## config.mk

```make
export PLATFORM = sky130hd
export DESIGN_NAME = decode_ctrl_stage_flat
export DESIGN_NICKNAME = d
export VERILOG_FILES = /design/src/rtl/decode_ctrl_stage_if.sv /design/src/rtl/decode_ctrl_stage.sv /design/src/flat_wrapper.sv
export SDC_FILE = /design/constraint.sdc
export NUM_CORES = 1
export LEC_CHECK = 0
export CORE_AREA = 2 2 95 97
export CTS_CLUSTER_DIAMETER = 60
export DETAILED_ROUTE_END_ITERATION = 12
export DIE_AREA = 0 0 97 99
export MAX_ROUTING_LAYER = met4
export PLACE_DENSITY = 0.78
export SLEW_MARGIN = 20
export SYNTH_ARGS = -nofsm -noshare
export SYNTH_HDL_FRONTEND = slang
export SYNTH_SLANG_ARGS = --single-unit
```

## constraint.sdc

```tcl
create_clock -name clk -period 3.2 [get_ports clk]
set_clock_uncertainty 0.2 [all_clocks]
set_input_delay 0.32 -clock clk [delete_from_list [all_inputs] [get_ports clk]]
set_output_delay 0.32 -clock clk [all_outputs]
set_load 0.02 [all_outputs]
```

## src/rtl/decode_ctrl_stage_if.sv

```systemverilog
// decode_ctrl_stage_if: ID-to-EX boundary bundle for decode_ctrl_stage.
// Parameters: PC_W (pc_d/ex_pc/exc_pc width), ALUCTR_W, NPCOP_W.
// Signals:
//   ID side   : id_valid, instr[31:0], pc_d (to stage); id_ready (from stage)
//   EX control: ex_stall, flush (to stage); ex_valid, ex_alusrc, ex_memtoreg,
//               ex_regwr, ex_memwr, ex_extop, ex_branch, ex_aluctr, ex_npcop,
//               ex_rs, ex_rt, ex_wr_addr, ex_pc (from stage)
//   Trap      : exc_ack (to stage); exc_req, exc_pc (from stage)
// Modports: slave = the decode stage, master = the surrounding pipeline.
interface decode_ctrl_stage_if #(
    parameter int PC_W     = 32,
    parameter int ALUCTR_W = 4,
    parameter int NPCOP_W  = 4
);
    logic                id_valid;
    logic [31:0]         instr;
    logic [PC_W-1:0]     pc_d;
    logic                id_ready;
    logic                ex_stall;
    logic                flush;
    logic                ex_valid;
    logic                ex_alusrc;
    logic                ex_memtoreg;
    logic                ex_regwr;
    logic                ex_memwr;
    logic                ex_extop;
    logic                ex_branch;
    logic [ALUCTR_W-1:0] ex_aluctr;
    logic [NPCOP_W-1:0]  ex_npcop;
    logic [4:0]          ex_rs;
    logic [4:0]          ex_rt;
    logic [4:0]          ex_wr_addr;
    logic [PC_W-1:0]     ex_pc;
    logic                exc_req;
    logic [PC_W-1:0]     exc_pc;
    logic                exc_ack;

    modport slave (
        input  id_valid, instr, pc_d, ex_stall, flush, exc_ack,
        output id_ready, ex_valid, ex_alusrc, ex_memtoreg, ex_regwr, ex_memwr,
               ex_extop, ex_branch, ex_aluctr, ex_npcop, ex_rs, ex_rt,
               ex_wr_addr, ex_pc, exc_req, exc_pc
    );

    modport master (
        output id_valid, instr, pc_d, ex_stall, flush, exc_ack,
        input  id_ready, ex_valid, ex_alusrc, ex_memtoreg, ex_regwr, ex_memwr,
               ex_extop, ex_branch, ex_aluctr, ex_npcop, ex_rs, ex_rt,
               ex_wr_addr, ex_pc, exc_req, exc_pc
    );
endinterface

```

## src/rtl/decode_ctrl_stage.sv

```systemverilog
// decode_ctrl_stage: registered ID-stage decoder feeding the ID/EX register.
// Decodes instr, captures the control word into EX one cycle later, stalls on
// load-use hazards and raises an undefined-instruction trap via exc_req/exc_ack.
// Ports:
//   clk   : pipeline clock, rising edge
//   rst_n : asynchronous active-low reset
//   bus   : decode_ctrl_stage_if.slave (ID inputs, EX control word, trap handshake)
// Build option: define CTRL_UNDEF_TRAP_EN to include the trap FSM; otherwise
// undefined instructions become bubbles and exc_req/exc_pc stay 0.
module decode_ctrl_stage #(
    parameter int PC_W     = 32,
    parameter int ALUCTR_W = 4,
    parameter int NPCOP_W  = 4
) (
    input logic                clk,
    input logic                rst_n,
    decode_ctrl_stage_if.slave bus
);
    localparam logic [ALUCTR_W-1:0] ALU_AND   = ALUCTR_W'(4'b0000);
    localparam logic [ALUCTR_W-1:0] ALU_OR    = ALUCTR_W'(4'b0001);
    localparam logic [ALUCTR_W-1:0] ALU_ADD   = ALUCTR_W'(4'b0010);
    localparam logic [ALUCTR_W-1:0] ALU_XOR   = ALUCTR_W'(4'b0011);
    localparam logic [ALUCTR_W-1:0] ALU_ORI   = ALUCTR_W'(4'b0100);
    localparam logic [ALUCTR_W-1:0] ALU_ADDIU = ALUCTR_W'(4'b0101);
    localparam logic [ALUCTR_W-1:0] ALU_SUB   = ALUCTR_W'(4'b0110);
    localparam logic [ALUCTR_W-1:0] ALU_ADDI  = ALUCTR_W'(4'b0111);
    localparam logic [ALUCTR_W-1:0] ALU_SLT   = ALUCTR_W'(4'b1001);
    localparam logic [ALUCTR_W-1:0] ALU_LUI   = ALUCTR_W'(4'b1111);

    localparam logic [NPCOP_W-1:0] NPC_JUMP = NPCOP_W'(4'b0000);
    localparam logic [NPCOP_W-1:0] NPC_JAL  = NPCOP_W'(4'b0001);
    localparam logic [NPCOP_W-1:0] NPC_BEQ  = NPCOP_W'(4'b0010);
    localparam logic [NPCOP_W-1:0] NPC_BNE  = NPCOP_W'(4'b0011);
    localparam logic [NPCOP_W-1:0] NPC_JR   = NPCOP_W'(4'b1000);
    localparam logic [NPCOP_W-1:0] NPC_ADD4 = NPCOP_W'(4'b1111);

    typedef struct packed {
        logic                valid;
        logic                alusrc;
        logic                memtoreg;
        logic                regwr;
        logic                memwr;
        logic                extop;
        logic                branch;
        logic [ALUCTR_W-1:0] aluctr;
        logic [NPCOP_W-1:0]  npcop;
        logic [4:0]          rs;
        logic [4:0]          rt;
        logic [4:0]          wr_addr;
        logic [PC_W-1:0]     pc;
    } ctrl_t;

    typedef enum logic {IDLE, TRAP} state_t;

    logic [5:0]      op;
    logic [5:0]      func;
    logic [4:0]      rs;
    logic [4:0]      rt;
    logic [4:0]      rd;
    ctrl_t           dec;
    ctrl_t           bubble;
    ctrl_t           ex_d;
    ctrl_t           ex_q;
    logic            dec_undef;
    logic            rt_used;
    logic            hazard;
    logic            id_ready;
    logic            accept;
    state_t          state_q;
    logic            exc_req_q;
    logic [PC_W-1:0] exc_pc_q;

    assign op   = bus.instr[31:26];
    assign rs   = bus.instr[25:21];
    assign rt   = bus.instr[20:16];
    assign rd   = bus.instr[15:11];
    assign func = bus.instr[5:0];

    always_comb begin
        dec         = '0;
        dec.valid   = 1'b1;
        dec.npcop   = NPC_ADD4;
        dec.rs      = rs;
        dec.rt      = rt;
        dec.pc      = bus.pc_d;
        dec_undef   = 1'b0;
        rt_used     = (op == 6'b000000);
        case (op)
            6'b000000: begin
                dec.regwr   = 1'b1;
                dec.wr_addr = rd;
                case (func)
                    6'b100000: dec.aluctr = ALU_ADD;
                    6'b100010: dec.aluctr = ALU_SUB;
                    6'b100100: dec.aluctr = ALU_AND;
                    6'b100101: dec.aluctr = ALU_OR;
                    6'b101010: dec.aluctr = ALU_SLT;
                    6'b100110: dec.aluctr = ALU_XOR;
                    6'b001000: begin
                        dec.npcop   = NPC_JR;
                        dec.regwr   = 1'b0;
                        dec.wr_addr = '0;
                    end
                    // An all-zero word is the NOP; any other unknown func traps.
                    default: begin
                        dec.regwr = 1'b0;
                        dec_undef = |bus.instr;
                    end
                endcase
            end
            6'b001001: begin
                dec.alusrc  = 1'b1;
                dec.regwr   = 1'b1;
                dec.wr_addr = rt;
                dec.extop   = 1'b1;
                dec.aluctr  = ALU_ADDIU;
            end
            6'b001000: begin
                dec.alusrc  = 1'b1;
                dec.regwr   = 1'b1;
                dec.wr_addr = rt;
                dec.aluctr  = ALU_ADDI;
            end
            6'b001101: begin
                dec.alusrc  = 1'b1;
                dec.regwr   = 1'b1;
                dec.wr_addr = rt;
                dec.aluctr  = ALU_ORI;
            end
            6'b001111: begin
                dec.alusrc  = 1'b1;
                dec.regwr   = 1'b1;
                dec.wr_addr = rt;
                dec.extop   = 1'b1;
                dec.aluctr  = ALU_LUI;
            end
            6'b100011: begin
                dec.alusrc   = 1'b1;
                dec.regwr    = 1'b1;
                dec.wr_addr  = rt;
                dec.extop    = 1'b1;
                dec.memtoreg = 1'b1;
                dec.aluctr   = ALU_ADD;
            end
            // sw computes its address as rs+imm but writes no register.
            6'b101011: begin
                dec.alusrc = 1'b1;
                dec.memwr  = 1'b1;
                dec.extop  = 1'b1;
                dec.aluctr = ALU_ADD;
                rt_used    = 1'b1;
            end
            6'b000100: begin
                dec.extop  = 1'b1;
                dec.branch = 1'b1;
                dec.aluctr = ALU_SUB;
                dec.npcop  = NPC_BEQ;
                rt_used    = 1'b1;
            end
            6'b000101: begin
                dec.extop  = 1'b1;
                dec.branch = 1'b1;
                dec.aluctr = ALU_SUB;
                dec.npcop  = NPC_BNE;
                rt_used    = 1'b1;
            end
            6'b000010: dec.npcop = NPC_JUMP;
            6'b000011: begin
                dec.npcop   = NPC_JAL;
                dec.regwr   = 1'b1;
                dec.wr_addr = 5'd31;
            end
            default: dec_undef = 1'b1;
        endcase
    end

    always_comb begin
        bubble       = '0;
        bubble.npcop = NPC_ADD4;
    end

    // Load in EX whose result the ID instruction needs: hold ID for one cycle.
    assign hazard = ex_q.valid & ex_q.memtoreg & (ex_q.wr_addr != 5'd0) &
                    ((ex_q.wr_addr == rs) | ((ex_q.wr_addr == rt) & rt_used));

    assign id_ready = (state_q == IDLE) & ~bus.ex_stall & ~hazard;
    assign accept   = bus.id_valid & id_ready & ~bus.flush;

    // flush beats stall; with neither, only a defined accepted word is loaded.
    assign ex_d = bus.flush ? bubble :
                  bus.ex_stall ? ex_q :
                  (accept & ~dec_undef) ? dec : bubble;

    always_ff @(posedge clk or negedge rst_n) begin
        if (!rst_n) begin
            ex_q       <= '0;
            ex_q.npcop <= NPC_ADD4;
        end else begin
            ex_q <= ex_d;
        end
    end

`ifdef CTRL_UNDEF_TRAP_EN
    // Trap FSM: accept never fires while flushing, so flush suppresses new
    // traps but cannot cancel one already pending.
    always_ff @(posedge clk or negedge rst_n) begin
        if (!rst_n) begin
            state_q   <= IDLE;
            exc_req_q <= 1'b0;
            exc_pc_q  <= '0;
        end else begin
            case (state_q)
                IDLE: if (accept & dec_undef) begin
                    state_q   <= TRAP;
                    exc_req_q <= 1'b1;
                    exc_pc_q  <= bus.pc_d;
                end
                TRAP: if (bus.exc_ack) begin
                    state_q   <= IDLE;
                    exc_req_q <= 1'b0;
                end
                default: state_q <= IDLE;
            endcase
        end
    end
`else
    logic unused_exc_ack;
    assign unused_exc_ack = bus.exc_ack;
    assign state_q        = IDLE;
    assign exc_req_q      = 1'b0;
    assign exc_pc_q       = '0;
`endif

    assign bus.id_ready    = id_ready;
    assign bus.ex_valid    = ex_q.valid;
    assign bus.ex_alusrc   = ex_q.alusrc;
    assign bus.ex_memtoreg = ex_q.memtoreg;
    assign bus.ex_regwr    = ex_q.regwr;
    assign bus.ex_memwr    = ex_q.memwr;
    assign bus.ex_extop    = ex_q.extop;
    assign bus.ex_branch   = ex_q.branch;
    assign bus.ex_aluctr   = ex_q.aluctr;
    assign bus.ex_npcop    = ex_q.npcop;
    assign bus.ex_rs       = ex_q.rs;
    assign bus.ex_rt       = ex_q.rt;
    assign bus.ex_wr_addr  = ex_q.wr_addr;
    assign bus.ex_pc       = ex_q.pc;
    assign bus.exc_req     = exc_req_q;
    assign bus.exc_pc      = exc_pc_q;
endmodule

```

## src/flat_wrapper.sv

```systemverilog
// flat-port wrapper written by rule: the top's interface ports become plain ports
module decode_ctrl_stage_flat 
#(
    parameter int PC_W     = 32,
    parameter int ALUCTR_W = 4,
    parameter int NPCOP_W  = 4
)
  (clk, rst_n, bus_id_valid, bus_instr, bus_pc_d, bus_ex_stall, bus_flush, bus_exc_ack, bus_id_ready, bus_ex_valid, bus_ex_alusrc, bus_ex_memtoreg, bus_ex_regwr, bus_ex_memwr, bus_ex_extop, bus_ex_branch, bus_ex_aluctr, bus_ex_npcop, bus_ex_rs, bus_ex_rt, bus_ex_wr_addr, bus_ex_pc, bus_exc_req, bus_exc_pc);
  decode_ctrl_stage_if #(.PC_W(PC_W), .ALUCTR_W(ALUCTR_W), .NPCOP_W(NPCOP_W)) bus_i ();
  input logic clk;
  input logic rst_n;
  input wire logic [$bits(bus_i.id_valid)-1:0] bus_id_valid;
  input wire logic [$bits(bus_i.instr)-1:0] bus_instr;
  input wire logic [$bits(bus_i.pc_d)-1:0] bus_pc_d;
  input wire logic [$bits(bus_i.ex_stall)-1:0] bus_ex_stall;
  input wire logic [$bits(bus_i.flush)-1:0] bus_flush;
  input wire logic [$bits(bus_i.exc_ack)-1:0] bus_exc_ack;
  output wire logic [$bits(bus_i.id_ready)-1:0] bus_id_ready;
  output wire logic [$bits(bus_i.ex_valid)-1:0] bus_ex_valid;
  output wire logic [$bits(bus_i.ex_alusrc)-1:0] bus_ex_alusrc;
  output wire logic [$bits(bus_i.ex_memtoreg)-1:0] bus_ex_memtoreg;
  output wire logic [$bits(bus_i.ex_regwr)-1:0] bus_ex_regwr;
  output wire logic [$bits(bus_i.ex_memwr)-1:0] bus_ex_memwr;
  output wire logic [$bits(bus_i.ex_extop)-1:0] bus_ex_extop;
  output wire logic [$bits(bus_i.ex_branch)-1:0] bus_ex_branch;
  output wire logic [$bits(bus_i.ex_aluctr)-1:0] bus_ex_aluctr;
  output wire logic [$bits(bus_i.ex_npcop)-1:0] bus_ex_npcop;
  output wire logic [$bits(bus_i.ex_rs)-1:0] bus_ex_rs;
  output wire logic [$bits(bus_i.ex_rt)-1:0] bus_ex_rt;
  output wire logic [$bits(bus_i.ex_wr_addr)-1:0] bus_ex_wr_addr;
  output wire logic [$bits(bus_i.ex_pc)-1:0] bus_ex_pc;
  output wire logic [$bits(bus_i.exc_req)-1:0] bus_exc_req;
  output wire logic [$bits(bus_i.exc_pc)-1:0] bus_exc_pc;
  assign bus_i.id_valid = bus_id_valid;
  assign bus_i.instr = bus_instr;
  assign bus_i.pc_d = bus_pc_d;
  assign bus_i.ex_stall = bus_ex_stall;
  assign bus_i.flush = bus_flush;
  assign bus_i.exc_ack = bus_exc_ack;
  assign bus_id_ready = bus_i.id_ready;
  assign bus_ex_valid = bus_i.ex_valid;
  assign bus_ex_alusrc = bus_i.ex_alusrc;
  assign bus_ex_memtoreg = bus_i.ex_memtoreg;
  assign bus_ex_regwr = bus_i.ex_regwr;
  assign bus_ex_memwr = bus_i.ex_memwr;
  assign bus_ex_extop = bus_i.ex_extop;
  assign bus_ex_branch = bus_i.ex_branch;
  assign bus_ex_aluctr = bus_i.ex_aluctr;
  assign bus_ex_npcop = bus_i.ex_npcop;
  assign bus_ex_rs = bus_i.ex_rs;
  assign bus_ex_rt = bus_i.ex_rt;
  assign bus_ex_wr_addr = bus_i.ex_wr_addr;
  assign bus_ex_pc = bus_i.ex_pc;
  assign bus_exc_req = bus_i.exc_req;
  assign bus_exc_pc = bus_i.exc_pc;
  decode_ctrl_stage #(.PC_W(PC_W), .ALUCTR_W(ALUCTR_W), .NPCOP_W(NPCOP_W)) u_core (.clk(clk), .rst_n(rst_n), .bus(bus_i));
endmodule
```

==> results.yml, run 1 <==
drt:
  drt_iter0_markers: 171
  drt.antenna.violating_nets: 0
  wl_per_cell_um: 17.31
  vias: 2985
  drt_wl_total_um: 9367
  dr.pass1.iters: 5
  via_per_inst: 5.518
  drcViolationCount: 0
timing:
  clock.fmax_ghz: 0.3355
  timing.final.ws_setup_ns: 0.2191
  finalHoldViolCount: 0
  worst_slew_margin_rel_pct: 52.25
  tightest_slew_ns: 0.7163
  min_period_ns: 2.981
  setup_viol: 0
  tns_ns: 0
  drv_slew: 0
  hold_ws_ns: 0.2814
  rsz0062_at_grt: "no"
  period_share_pct: 93.15
finish:
  finalNonFillerCells: 541
  nets: 498
  flow.area_growth_from_synthesis_pct: 43.58
  drive_above_1_share_pct: 7.852
  nFillCells: 764
  antennaDiodeCount: 0
floorplanning:
  placementRows: 34
  pin_count: 166
  dieArea_um2: 9603
  start_util_pct: 38.85
  die_w_um: 97
  core_area_um2: 8551
  fp.dieH_um: 99
power_and_ir_drop:
  powerDensity_nw_per_um2: 373.4
  finalPower_mw: 1.781
  peakVddDrop_mv: 0.2552
  p_leak_nw: 2.002
setup_path:
  worstPathCellList: "or3_1 > o311a_1 > nand4_1 > nand2_1 > inv_1 > clkdlybuf4s50_1"
  cp_slowest_cell: "clkdlybuf4s50_1"
  crit_start: "u_core.bus.ex_wr_addr[0]"
  timing.rr.start: "u_core.bus.ex_wr_addr[0]"
  cp_max_fo: 5
  cpPeakStageDelay_ns: 0.60
  timing.critical_path.arrival_ns: 2.46
  required_ns: 2.68
  worstSetupStartpointType: "register"
  end_kind: "output pin"
  reg2reg_depth: 5
  crit_type: "register to output pin"
global_route:
  met3_usage_pct: 4.539
  grt_use_met2_pct: 31.30
  grt_use_total_pct: 20.07
  grtUsageMet1_pct: 25.92
  overflow: 0
  grt_pass1_wl_um: 15300
  grt_antenna_before_repair: 0
  grt_pass1_vias: 3132
  grt_max_degree: 59
  busiest_layer: "met2"
worst_hold_path:
  hold_start: "u_core.bus.ex_alusrc"
  hold_depth: 2
  hold_class: "register to register"
synth:
  ys_ff_latch: 62
  synth_area_um2: 3322
  synth.distinct_cells: 47
  yosysTopAreaCell: "dfrtp_1"
  synth_area_per_cell_um2: 11.00
  synth-edff-count: 0
  yosysWarningCount: 0
  synthArstFlopShare_pct: 100.0
  syn_inst: 302
  dominantRegCellSynth: "dfrtp_1"
  yosys-top-cells-area: "dfrtp_1 (44%), a32o_1 (14%), buf_4 (7.5%)"
  ys_seq_area_share_pct: 46.85
  synth.most_common_cell: "dfrtp_1"
  synth_commonest_cells: "dfrtp_1 (58), a32o_1 (47), buf_4 (33), nand2_1 (16), nor2_1 (12)"
  synth_top_area_share_pct: 43.69
clocking:
  postCtsSetupBuffers: 0
  cts_made_buffers: 9
  cts_root_buf: "clkbuf_8"
  clock_sinks: 62
  clockBufferDepth: 2
  tritoncts: "done"
  clk_pin_slew_worst_paths_ns: 0.07
  clock_latency_ns: 0.33
  htree_levels: 3
outcome:
  status: "complete, no violations"
placement:
  dpl_worst_slack_ns: 0.2940
  port_buffers: 131
  gp_congestion: 0.9235
  dp.cells: 524
  place_hpwl_um: 6619
flow_run:
  maxCapViolations: 0
[layout make-up]
type	instances	area, µm²	area share, %
clock buffers	10	127.6	2.676
clock inverters	6	61.31	1.285
inverters	4	15.01	0.3148
multi-input cells	210	1490	31.24
flip-flops and latches	62	1556	32.63
well taps	108	135.1	2.833
repair buffers	141	1384	29.01
[registers in the layout, summed over array words and instances (netlist names)]
register / flops
u_core.bus.ex_pc: 32
u_core.bus.ex_rs: 5
u_core.bus.ex_rt: 5
u_core.bus.ex_wr_addr: 5
u_core.bus.ex_aluctr: 4
u_core.bus.ex_npcop: 4
u_core.bus.ex_alusrc: 1
u_core.bus.ex_branch: 1
u_core.bus.ex_extop: 1
u_core.bus.ex_memtoreg: 1
u_core.bus.ex_memwr: 1
u_core.bus.ex_regwr: 1
u_core.bus.ex_valid: 1
[path summary, 6_finish.rpt]
| check | to | slack [ns] |
|---|---|---|
| min in group asynchronous | u_core.bus.ex_aluctr[0] | 0.39 |
| max in group asynchronous | u_core.bus.ex_pc[28] | 1.51 |
| worst min register to register | u_core.bus.ex_alusrc | 0.28 |
| worst max register to register | u_core.bus.ex_pc[12] | 0.74 |
| worst min-delay path | u_core.bus.ex_alusrc | 0.28 |
| worst max-delay path | bus_id_ready | 0.22 |
[routing by layer]
metal | vias to the layer above | routed length, µm
li1 | 1358 | -
met1 | 1458 | 3991
met2 | 153 | 4605
met3 | 16 | 621
met4 | 0 | 149
met5 | - | 0
[where the power goes]
| part | leakage [nW] | internal (mW) | total (mW) | switching, mW |
|---|---|---|---|---|
| clock network | 0.0964 | 0.359 | 0.679 | 0.320 |
| logic | 1.06 | 0.135 | 0.300 | 0.164 |
| registers | 0.849 | 0.795 | 0.802 | 0.00678 |
[cells by family (layout without fill, tap and decap cells)]
kind of cell	count (synthesis)	in the layout	synth area share (%)
AOI/OAI and AO/OA	93	93	25.50
xor gates and xnor gates	12	12	3.164
buffers and inverters	62	161	12.13
DFF	62	62	46.85
other	1	33	0.1129
and+or+nand+nor	72	72	12.24
[critical path: cells and delay by family (launching register included)]
kind            cells  cell delay [ns]
flops               1             0.44
simple gates        3             0.67
buf+inv             2             0.67
compound gates      1             0.36
[layout by cell type, fill, tap and decap left out, types with 5 or more instances in the layout]
master             n
a21oi_1            5
a221o_1            6
a32o_1            47
buf_4              9
clkbuf_8           9
clkdlybuf4s50_1  130
conb_1            33
dfrtp_1           58
nand2_1           16
nand2b_1           5
nor2_1            12
nor3_1             8
nor4_1             6
o21ai_0            7
xor2_1            10
[metrics by stage]
step / util [%] / area [µm²]
floorplan: - / 3442
global placement: 53.45 / 4571
detailed placement: 53.45 / 4571
CTS: 55.78 / 4770
global route: 55.78 / 4770
finish: 55.78 / 4770
[timing repair]
action | in CTS | in global routing
resized for setup | 0 | 0
endpoints found under the setup margin | 0 | 0
endpoints found under the hold margin | 26 | 0
hold buffers | 1 | 0
Note: power is estimated with default switching activity, not from simulation.
==> run 2: changes to the inputs <==
--- a/config.mk
+++ b/config.mk
@@ -5,6 +5,8 @@
 export SDC_FILE = /design/constraint.sdc
 export NUM_CORES = 1
 export LEC_CHECK = 0
+export ABC_AREA = 0
+export CAP_MARGIN = 10
 export CORE_AREA = 2 2 95 97
 export CTS_CLUSTER_DIAMETER = 60
 export DETAILED_ROUTE_END_ITERATION = 12
==> results of run 2 <==
The final DEF is identical to that of run 1; final timing and power are the same.
